File: src/rtl/reg_bank_pkg.sv
// ============================================================================
// Module   : reg_bank_pkg
// Brief    : Opcodes, bank states and width helper shared by the register bank.
// Revision : 1.0
// ============================================================================
`default_nettype none

package reg_bank_pkg;

    typedef enum logic [3:0] {
        OP_NOP    = 4'd0,
        OP_LD     = 4'd1,
        OP_INC    = 4'd2,
        OP_DEC    = 4'd3,
        OP_CLR    = 4'd4,
        OP_CLRALL = 4'd5
    } opcode_e;

    typedef enum logic [1:0] {
        ST_RESET = 2'd0,
        ST_READY = 2'd1,
        ST_CLEAR = 2'd2,
        ST_ERROR = 2'd3
    } state_e;

    // Instruction word: opcode, index and immediate, packed from the top down.
    function automatic int inst_width(input int width, input int count);
        return 4 + $clog2(count) + width;
    endfunction

endpackage

`default_nettype wire

File: src/rtl/reg_bank_p_if.sv
// ============================================================================
// Module   : reg_bank_p_if
// Brief    : Instruction, read-port and status bundle of the register bank.
// Revision : 1.0
// ============================================================================
`default_nettype none

interface reg_bank_p_if
    import reg_bank_pkg::*;
#(
    parameter int WIDTH = 8,
    parameter int COUNT = 8
);
    localparam int IDX_W  = $clog2(COUNT);
    localparam int INST_W = inst_width(WIDTH, COUNT);

    logic [INST_W-1:0]      inst;
    logic                   inst_en;
    logic [IDX_W-1:0]       rd_sel;
    logic [WIDTH-1:0]       rd_data;
    logic [COUNT*WIDTH-1:0] out;
    logic                   ready;
    logic                   error;

    modport master (
        output inst, inst_en, rd_sel,
        input  rd_data, out, ready, error
    );

    modport slave (
        input  inst, inst_en, rd_sel,
        output rd_data, out, ready, error
    );

endinterface

`default_nettype wire

File: src/rtl/reg_bank_p.sv
// ============================================================================
// Module   : reg_bank_p
// Brief    : Instruction-driven COUNT x WIDTH register bank with sweep clear.
// Revision : 1.0
// ============================================================================
`default_nettype none

module reg_bank_p
    import reg_bank_pkg::*;
#(
    parameter int WIDTH = 8,
    parameter int COUNT = 8
)(
    input  wire logic   clock,
    input  wire logic   reset,
    reg_bank_p_if.slave bus
);
    localparam int IDX_W  = $clog2(COUNT);
    localparam int CNT_W  = $clog2(COUNT + 1);
    localparam int INST_W = inst_width(WIDTH, COUNT);

    localparam logic [IDX_W:0]   C_COUNT = (IDX_W + 1)'(COUNT);
    localparam logic [CNT_W-1:0] C_LAST  = CNT_W'(COUNT - 1);

    state_e           r_state;
    logic [CNT_W-1:0] r_cnt;
    logic [WIDTH-1:0] r_regs [COUNT];
    logic [WIDTH-1:0] r_rd_data;

    logic [3:0]       w_op;
    logic [IDX_W-1:0] w_idx;
    logic [WIDTH-1:0] w_imm;
    logic             w_idx_ok;
    logic             w_sel_ok;

    always_comb begin
        w_op     = bus.inst[INST_W-1 -: 4];
        w_idx    = bus.inst[WIDTH +: IDX_W];
        w_imm    = bus.inst[WIDTH-1:0];
        w_idx_ok = ({1'b0, w_idx} < C_COUNT);
        w_sel_ok = ({1'b0, bus.rd_sel} < C_COUNT);
    end

    always_ff @(posedge clock or negedge reset) begin
        if (!reset) begin
            r_state   <= ST_RESET;
            r_cnt     <= '0;
            r_rd_data <= '0;
            for (int i = 0; i < COUNT; i++) r_regs[i] <= '0;
        end else begin
            // Read samples the pre-write contents of this same edge.
            r_rd_data <= w_sel_ok ? r_regs[bus.rd_sel] : '0;

            unique case (r_state)
                ST_RESET: r_state <= ST_READY;

                ST_READY: begin
                    if (bus.inst_en) begin
                        case (w_op)
                            OP_NOP: ;
                            OP_LD, OP_INC, OP_DEC, OP_CLR: begin
                                if (!w_idx_ok) begin
                                    r_state <= ST_ERROR;
                                    for (int i = 0; i < COUNT; i++) r_regs[i] <= '0;
                                end else begin
                                    case (w_op)
                                        OP_LD:   r_regs[w_idx] <= w_imm;
                                        OP_INC:  r_regs[w_idx] <= r_regs[w_idx] + WIDTH'(1);
                                        OP_DEC:  r_regs[w_idx] <= r_regs[w_idx] - WIDTH'(1);
                                        default: r_regs[w_idx] <= '0;
                                    endcase
                                end
                            end
                            OP_CLRALL: begin
                                r_state <= ST_CLEAR;
                                r_cnt   <= '0;
                            end
                            default: begin
                                r_state <= ST_ERROR;
                                for (int i = 0; i < COUNT; i++) r_regs[i] <= '0;
                            end
                        endcase
                    end
                end

                ST_CLEAR: begin
                    r_regs[r_cnt[IDX_W-1:0]] <= '0;
                    if (r_cnt == C_LAST) begin
                        r_state <= ST_READY;
                        r_cnt   <= '0;
                    end else begin
                        r_cnt <= r_cnt + CNT_W'(1);
                    end
                end

                ST_ERROR: begin
                    for (int i = 0; i < COUNT; i++) r_regs[i] <= '0;
                end
            endcase
        end
    end

    for (genvar gi = 0; gi < COUNT; gi++) begin : g_flat
        assign bus.out[gi*WIDTH +: WIDTH] = r_regs[gi];
    end

    assign bus.rd_data = r_rd_data;
    assign bus.ready   = (r_state == ST_READY);
    assign bus.error   = (r_state == ST_ERROR);

`ifdef SIM
    string dbg_state;
    string dbg_inst;
    always_comb begin
        dbg_state = r_state.name();
        dbg_inst  = $sformatf("op=%0d idx=%0d imm=%0h en=%0b", w_op, w_idx, w_imm, bus.inst_en);
    end
`endif

endmodule

`default_nettype wire

File: src/flat_wrapper.sv
// flat-port wrapper written by rule: the top's interface ports become plain ports
module reg_bank_p_flat import reg_bank_pkg::*;
#(
    parameter int WIDTH = 8,
    parameter int COUNT = 8
)
  (clock, reset, bus_inst, bus_inst_en, bus_rd_sel, bus_rd_data, bus_out, bus_ready, bus_error);
  reg_bank_p_if #(.WIDTH(WIDTH), .COUNT(COUNT)) bus_i ();
  input  wire logic clock;
  input  wire logic reset;
  input wire logic [$bits(bus_i.inst)-1:0] bus_inst;
  input wire logic [$bits(bus_i.inst_en)-1:0] bus_inst_en;
  input wire logic [$bits(bus_i.rd_sel)-1:0] bus_rd_sel;
  output wire logic [$bits(bus_i.rd_data)-1:0] bus_rd_data;
  output wire logic [$bits(bus_i.out)-1:0] bus_out;
  output wire logic [$bits(bus_i.ready)-1:0] bus_ready;
  output wire logic [$bits(bus_i.error)-1:0] bus_error;
  assign bus_i.inst = bus_inst;
  assign bus_i.inst_en = bus_inst_en;
  assign bus_i.rd_sel = bus_rd_sel;
  assign bus_rd_data = bus_i.rd_data;
  assign bus_out = bus_i.out;
  assign bus_ready = bus_i.ready;
  assign bus_error = bus_i.error;
  reg_bank_p #(.WIDTH(WIDTH), .COUNT(COUNT)) u_core (.clock(clock), .reset(reset), .bus(bus_i));
endmodule
File: config.mk
export PLATFORM = sky130hd
export DESIGN_NAME = reg_bank_p_flat
export DESIGN_NICKNAME = d
export VERILOG_FILES = /design/src/rtl/reg_bank_pkg.sv /design/src/rtl/reg_bank_p_if.sv /design/src/rtl/reg_bank_p.sv /design/src/flat_wrapper.sv
export SDC_FILE = /design/constraint.sdc
export NUM_CORES = 1
export LEC_CHECK = 0
export CAP_MARGIN = 20
export CELL_PAD_IN_SITES_DETAIL_PLACEMENT = 1
export CELL_PAD_IN_SITES_GLOBAL_PLACEMENT = 1
export CORE_AREA = 2 2 115 117
export CTS_CLUSTER_DIAMETER = 120
export CTS_CLUSTER_SIZE = 24
export DETAILED_ROUTE_END_ITERATION = 16
export DIE_AREA = 0 0 117 119
export PLACE_DENSITY = 0.86
export SYNTH_ARGS = -nofsm -noshare
export SYNTH_HDL_FRONTEND = slang
export SYNTH_SLANG_ARGS = --single-unit
File: constraint.sdc
create_clock -name clock -period 2.5 [get_ports clock]
set_input_delay 0.25 -clock clock [delete_from_list [all_inputs] [get_ports clock]]
set_output_delay 0.25 -clock clock [all_outputs]
set_load 0.02 [all_outputs]
## Word level (Yosys, flattened, before mapping)

Cells that the tools add are included.

- Add/subtract/negate cells: 3
- Order comparisons: 5
- Equal/unequal tests: 14
- Muxes and demuxes: 25
- Bitwise logic cells: 7
- Reduce and logical (&&, ||, !) cells: 13

Operator list:

| operator | number |
|---|---|
| 64-bit one-hot mux with 3 select lines | 2 |
| 64-bit bitwise mux | 3 |
| 64-bit bitwise AND | 2 |
| 64-bit NOT | 2 |
| 64-bit one-hot mux with 2 select lines | 1 |
| 64-bit two-way mux | 1 |
| 8-bit binary-select mux with 3-bit select | 2 |
| 8-bit demux with 3-bit select | 2 |
| 8-bit two-way mux | 6 |
| 4-bit by 3-bit equality test with 1-bit output (second input constant) | 3 |
| 4-bit greater-or-equal comparator (second input constant) | 3 |
| 4-bit two-way mux | 3 |
| 3-bit NOT with 4-bit output | 3 |
| 8-bit by 1-bit adder with 8-bit output (second input constant) | 1 |
| 4-bit by 2-bit equality test with 1-bit output (second input constant) | 2 |
| 4-bit by 1-bit < comparator with 1-bit output (second input constant) | 2 |
| 4-bit one-hot mux with 2 select lines | 1 |
| 8-bit by 1-bit subtractor with 8-bit output (second input constant) | 1 |
| 2-bit != test (second input constant) | 3 |
| 2-bit one-hot mux with 3 select lines | 1 |
| 3-bit AND reduction | 2 |
| 3-bit nonzero test | 2 |
| 5-bit OR reduction | 1 |
| 4-bit by 1-bit adder with 4-bit output (second input constant) | 1 |
| other kinds (13) | 17 |

- Bits in registers: 78
- Input bits: 21
- Output and inout bits: 74

## Logic depth before layout (Yosys ltp)

- Depth in word-level cells: 11
- Mapped depth: 11
- Gate-level depth less buffers: 9

## Least setup slack after synthesis

Ideal clock, no wire load.

- Kind: register -> register
- Start point: register u_core.r_regs (netlist bit u_core.bus.out[16])
- End point: register u_core.r_regs (netlist bit u_core.bus.out[6])
- Library setup time: 0.121 ns
- Arrival: 2.475 ns
- Path slack: -0.096 ns
- Cell stages (with the launch flop): 10
- Path buffers: 0
- Cells stage by stage: dfrtp_1 mux4_1 mux2i_1 inv_2 ha_1 and4_1 a32oi_1 xor2_1 a32o_2 a22o_1

- Word-level cells in the longest chain between the ends: 9
- Elaborated cells between the ends (all ways): 11
- Those cells by class: 2 x add/sub; 9 x mux

RTL lines:

| element | RTL line | source |
|---|---|---|
| start, declared | reg_bank_p.sv:27 | `logic [WIDTH-1:0] r_regs [COUNT];` |
| start signal, assigned by index | reg_bank_p.sv:67 | `OP_LD: r_regs[w_idx] <= w_imm;` |
| start signal, assigned by index | reg_bank_p.sv:68 | `OP_INC: r_regs[w_idx] <= r_regs[w_idx] + WIDTH'(1);` |
| start signal, assigned by index | reg_bank_p.sv:69 | `OP_DEC: r_regs[w_idx] <= r_regs[w_idx] - WIDTH'(1);` |
| 8-bit binary-select mux with 3-bit select (*) | reg_bank_p.sv:68, reg_bank_p.sv:69 |  |
| 8-bit two-way mux (implied by the code) (*) (2 in a row) | reg_bank_p.sv:68, reg_bank_p.sv:69 |  |
| 8-bit by 1-bit subtractor with 8-bit output / 8-bit by 1-bit adder with 8-bit output (equally long branches) | reg_bank_p.sv:69, reg_bank_p.sv:68 |  |
| 64-bit bitwise mux (on tied branches) | reg_bank_p.sv:69, reg_bank_p.sv:68 |  |
| 64-bit one-hot mux with 3 select lines (*) | reg_bank_p.sv:66 | `case (w_op)` |
| 64-bit one-hot mux with 2 select lines (*) | reg_bank_p.sv:59 | `case (w_op)` |
| 64-bit two-way mux (*) | reg_bank_p.sv:58 | `if (bus.inst_en) begin` |
| 64-bit one-hot mux with 3 select lines (*) | reg_bank_p.sv:54 | `unique case (r_state)` |

Every way passes the cells marked *; elsewhere a longest branch is shown, timed or not. The select of a mux whose other input is x is not followed.
A chain may end at the register's enable or synchronous reset.

## Final worst setup path

- Start point: register u_core.r_regs (netlist bit u_core.bus.out[56])
- End point: register u_core.r_regs (netlist bit u_core.bus.out[34])

The elaborated chain is that of the path after synthesis.

==> run metrics <==
final hold viol count=0; drt total wl=between 15000 and 20000 µm; run status=complete, but fails checks; antenna-violating nets left=0; crit path launch type=register; post-synthesis cell area=4560 µm²; Vias=between 4000 and 5000; Initial DRC Count=a little under 400; GR Overflow Total=0; asr flop ratio synth=1.00; Die Y=~120 µm; gpl congestion=roughly 0.93; EDFF count, synth=0; PD cells=around 630 nW/µm²; H-tree levels=3; DIE AREA=between 10000 and 15000 µm²; Post-synth top cells=dfrtp_1 (78), nand2_1 (55), a22o_1 (35); Final setup viols=34; Final Max Tran Viols=0; Sink Count=between 70 and 80; Synth Area in Adders=0.0192; final core occ=0.557; fill cell count=1352; P_leak=slightly above 3 nW; Compound-Gate Fraction of Synth Area=0.197; Tcrit/Tclk final=1.03; Post-Syn Nets=430; cell taking the most area after synthesis=dfrtp_1; first-pass GRT wire length=approximately 30000 µm; max-cap violations=0; Hold Path Class=in2async; largest family of logic cells by synthesized area=compound AO/OA/AOI/OAI gates; Switch Pwr=1.69 mW; worst path arrival time=2850 ps; Synth Area per Inst=about 11 µm²; TritonCTS clock tree=done; synth top area cells=dfrtp_1 (43%), mux4_2 (13%), a22o_1 (6.7%); prevailing post-synth register cell=dfrtp_1; area delta synth->final=57.2%; drt pass-1 iters=5; clock network fraction of total power=0.305; clk_skew=8.36 ps; Data required, critical path=2770 ps; number of diodes=0; Crit Path Max Fanout=7; post-synthesis cell type count=56; layout cells sized above 1=0.391; Reg clk slew, reported paths=60 ps; most common cell in the synthesized netlist=dfrtp_1; power share of the combinational group=0.394; Final Critical Period=between 2000 and 3000 ps; Worst Tran Pin Value=around 630 ps; RSZ-0062 raised after global routing=yes; row count=42; die width=around 120 µm; Global Route Usage Sum=0.295; Seq/Total Area, Yosys=0.428; yosys warns=0; DRC viols=0; root buffer cell=clkbuf_16; cell-internal power=about 2.8 mW; Port-buffer cells=94; failing checks=setup timing; fmax=around 390 MHz; Clock Path Buffers=2; CTS Buf Count=9; largest net degree at the start of global routing=48; Final Worst Setup Slack=-81.5 ps; vias in the first global route=roughly 5000; nets=640; Slew HR=0.574; Setup CP Type=reg2reg; post-synthesis register bit count=between 70 and 80; maximum vdd drop=roughly 0.53 mV; sw frac=0.374; Syn Inst Count=between 400 and 500; Yosys top cell area share=0.428; per-cell routed wire length=between 20 and 30 µm; Crit. End Element=register; core box area=~13000 µm²; post-detail-place hpwl=14200 µm; Initial Utilization=0.354; register share of total power=0.300; initial antenna violation count=0; vias per cell=between 5 and 6; post-synthesis xor/xnor area fraction=0.0134; Worst Hold Slack=about 460 ps; simple-gate portion of the synthesized area=0.127; num ports=between 90 and 100; post-synthesis mux area share=0.185; worst-skew pair later-pin latency=between 300 and 400 ps
==> area by class of cell <==
cell class                      instances  area, µm²  area share
Multi-Input combinational cell        296       2690       0.376
Sequential cell                        78       1960       0.274
Timing Repair Buffer                  219       1960       0.273
Clock buffer                           13        260      0.0363
Tap cell                              176        220      0.0307
Clock inverter                          3       42.5     0.00593
Inverter                                8       30.0     0.00419
==> stage by stage <==
step / worst slack, ps / cell area [µm²] / power (mW) / TNS [ps] / cells
global placement: -642 / 6520 / 2.87 / -28950 / 765
global route: -166 / 7170 / 4.66 / -4830 / 793
floorplan: 3.67 / 4590 / 2.04 / 0 / 402
CTS: -76.8 / 7080 / 4.39 / -944 / 788
finish: -81.5 / 7170 / 4.52 / -1470 / 793
detailed placement: -774 / 6520 / 2.92 / -36160 / 765
==> critical path, cell delays in order, from the launching register on <==
cell      delay, ps
dfrtp_1         390
mux4_2          510
mux2i_4         260
ha_2            250
nand2_4          60
a21boi_1        140
xor2_1          160
o211ai_1        300
nand3_2         240
o21ai_1         190
==> flip-flops by register name (all words and copies together) (netlist names) <==
name	cells
u_core.bus.rd_data	8
u_core.bus.out	64
u_core.r_state	2
u_core.r_cnt	4
==> cells by family (layout without fill, tap and decap cells) <==
kind of cell / after synthesis / count (layout)
AOI/OAI and AO/OA: 116 / 116
xor gates and xnor gates: 7 / 7
adders and majority gates: 7 / 7
buffers and inverters: 28 / 243
DFF: 78 / 78
muxes: 49 / 49
and+or+nand+nor: 117 / 117
==> metal layers <==
metal | vias up | part of all wire | global-route usage
met5 | - | 0 | 0
met4 | 0 | 0.034 | 0.113
met3 | 58 | 0.072 | 0.0794
met2 | 237 | 0.50 | 0.496
met1 | 2347 | 0.39 | 0.358
li1 | 1969 | - | -
==> worst paths after layout <==
kind,cells after the start,startpoint,endpoint,slack (ps)
worst max-delay path,9,u_core.bus.out[56]$_DFFE_PN0P_,u_core.bus.out[34]$_DFFE_PN0P_,-80
worst min-delay path,2,reset,u_core.bus.rd_data[3]$_DFF_PN0_,460
worst max register to register,9,u_core.bus.out[56]$_DFFE_PN0P_,u_core.bus.out[34]$_DFFE_PN0P_,-80
worst min register to register,1,u_core.bus.out[30]$_DFFE_PN0P_,u_core.bus.out[30]$_DFFE_PN0P_,570
max in group asynchronous,3,reset,u_core.bus.out[41]$_DFFE_PN0P_,1420
min in group clock,1,u_core.bus.out[30]$_DFFE_PN0P_,u_core.bus.out[30]$_DFFE_PN0P_,570
==> power groups by stage <==
| stage | Sequential [mW] | Clock (mW) | Combinational, mW |
|---|---|---|---|
| final | 1.36 | 1.38 | 1.78 |
| after global routing | 1.36 | 1.43 | 1.86 |
| after CTS | 1.35 | 1.39 | 1.65 |
| after detailed placement | 1.38 | 0 | 1.54 |
| after global placement | 1.37 | 0 | 1.50 |
| after floorplan | 1.38 | 0 | 0.656 |
==> repair_timing <==
action / CTS / global route
setup buffers: 7 / 5
endpoints found under the setup margin: 59 / 57
gates cloned: 0 / 0
hold endpoints to repair: 46 / 0
hold buffers: 1 / 0
pin swaps: 22 / 15
resized for setup: 58 / 15
==> cell usage in the layout (no fill, tap or decap), types with 3 or more instances in the layout <==
cell type,netlist,final
buf_4,3,113
clkdlybuf4s50_1,0,90
dfrtp_1,78,69
nand2_1,55,51
a22o_1,35,35
mux4_2,26,27
o21ai_0,27,17
o21ai_2,0,11
mux2i_1,12,9
clkbuf_16,0,9
dfrtp_2,0,9
mux2_2,10,8
nor2_1,9,8
o211ai_1,8,8
nand3_1,8,7
o21ai_1,8,7
o31ai_2,0,7
buf_6,2,7
inv_1,7,6
nor2b_1,6,6
and2_1,5,5
nor3_1,8,5
a22oi_1,7,5
ha_2,0,5
nand3b_1,4,4
nand4_1,4,4
xor2_1,4,4
nand2b_1,4,4
buf_12,0,4
xnor2_1,3,3
a22oi_2,1,3
dlygate4sd2_1,0,3
No activity file was read; power rests on OpenSTA's default activity.
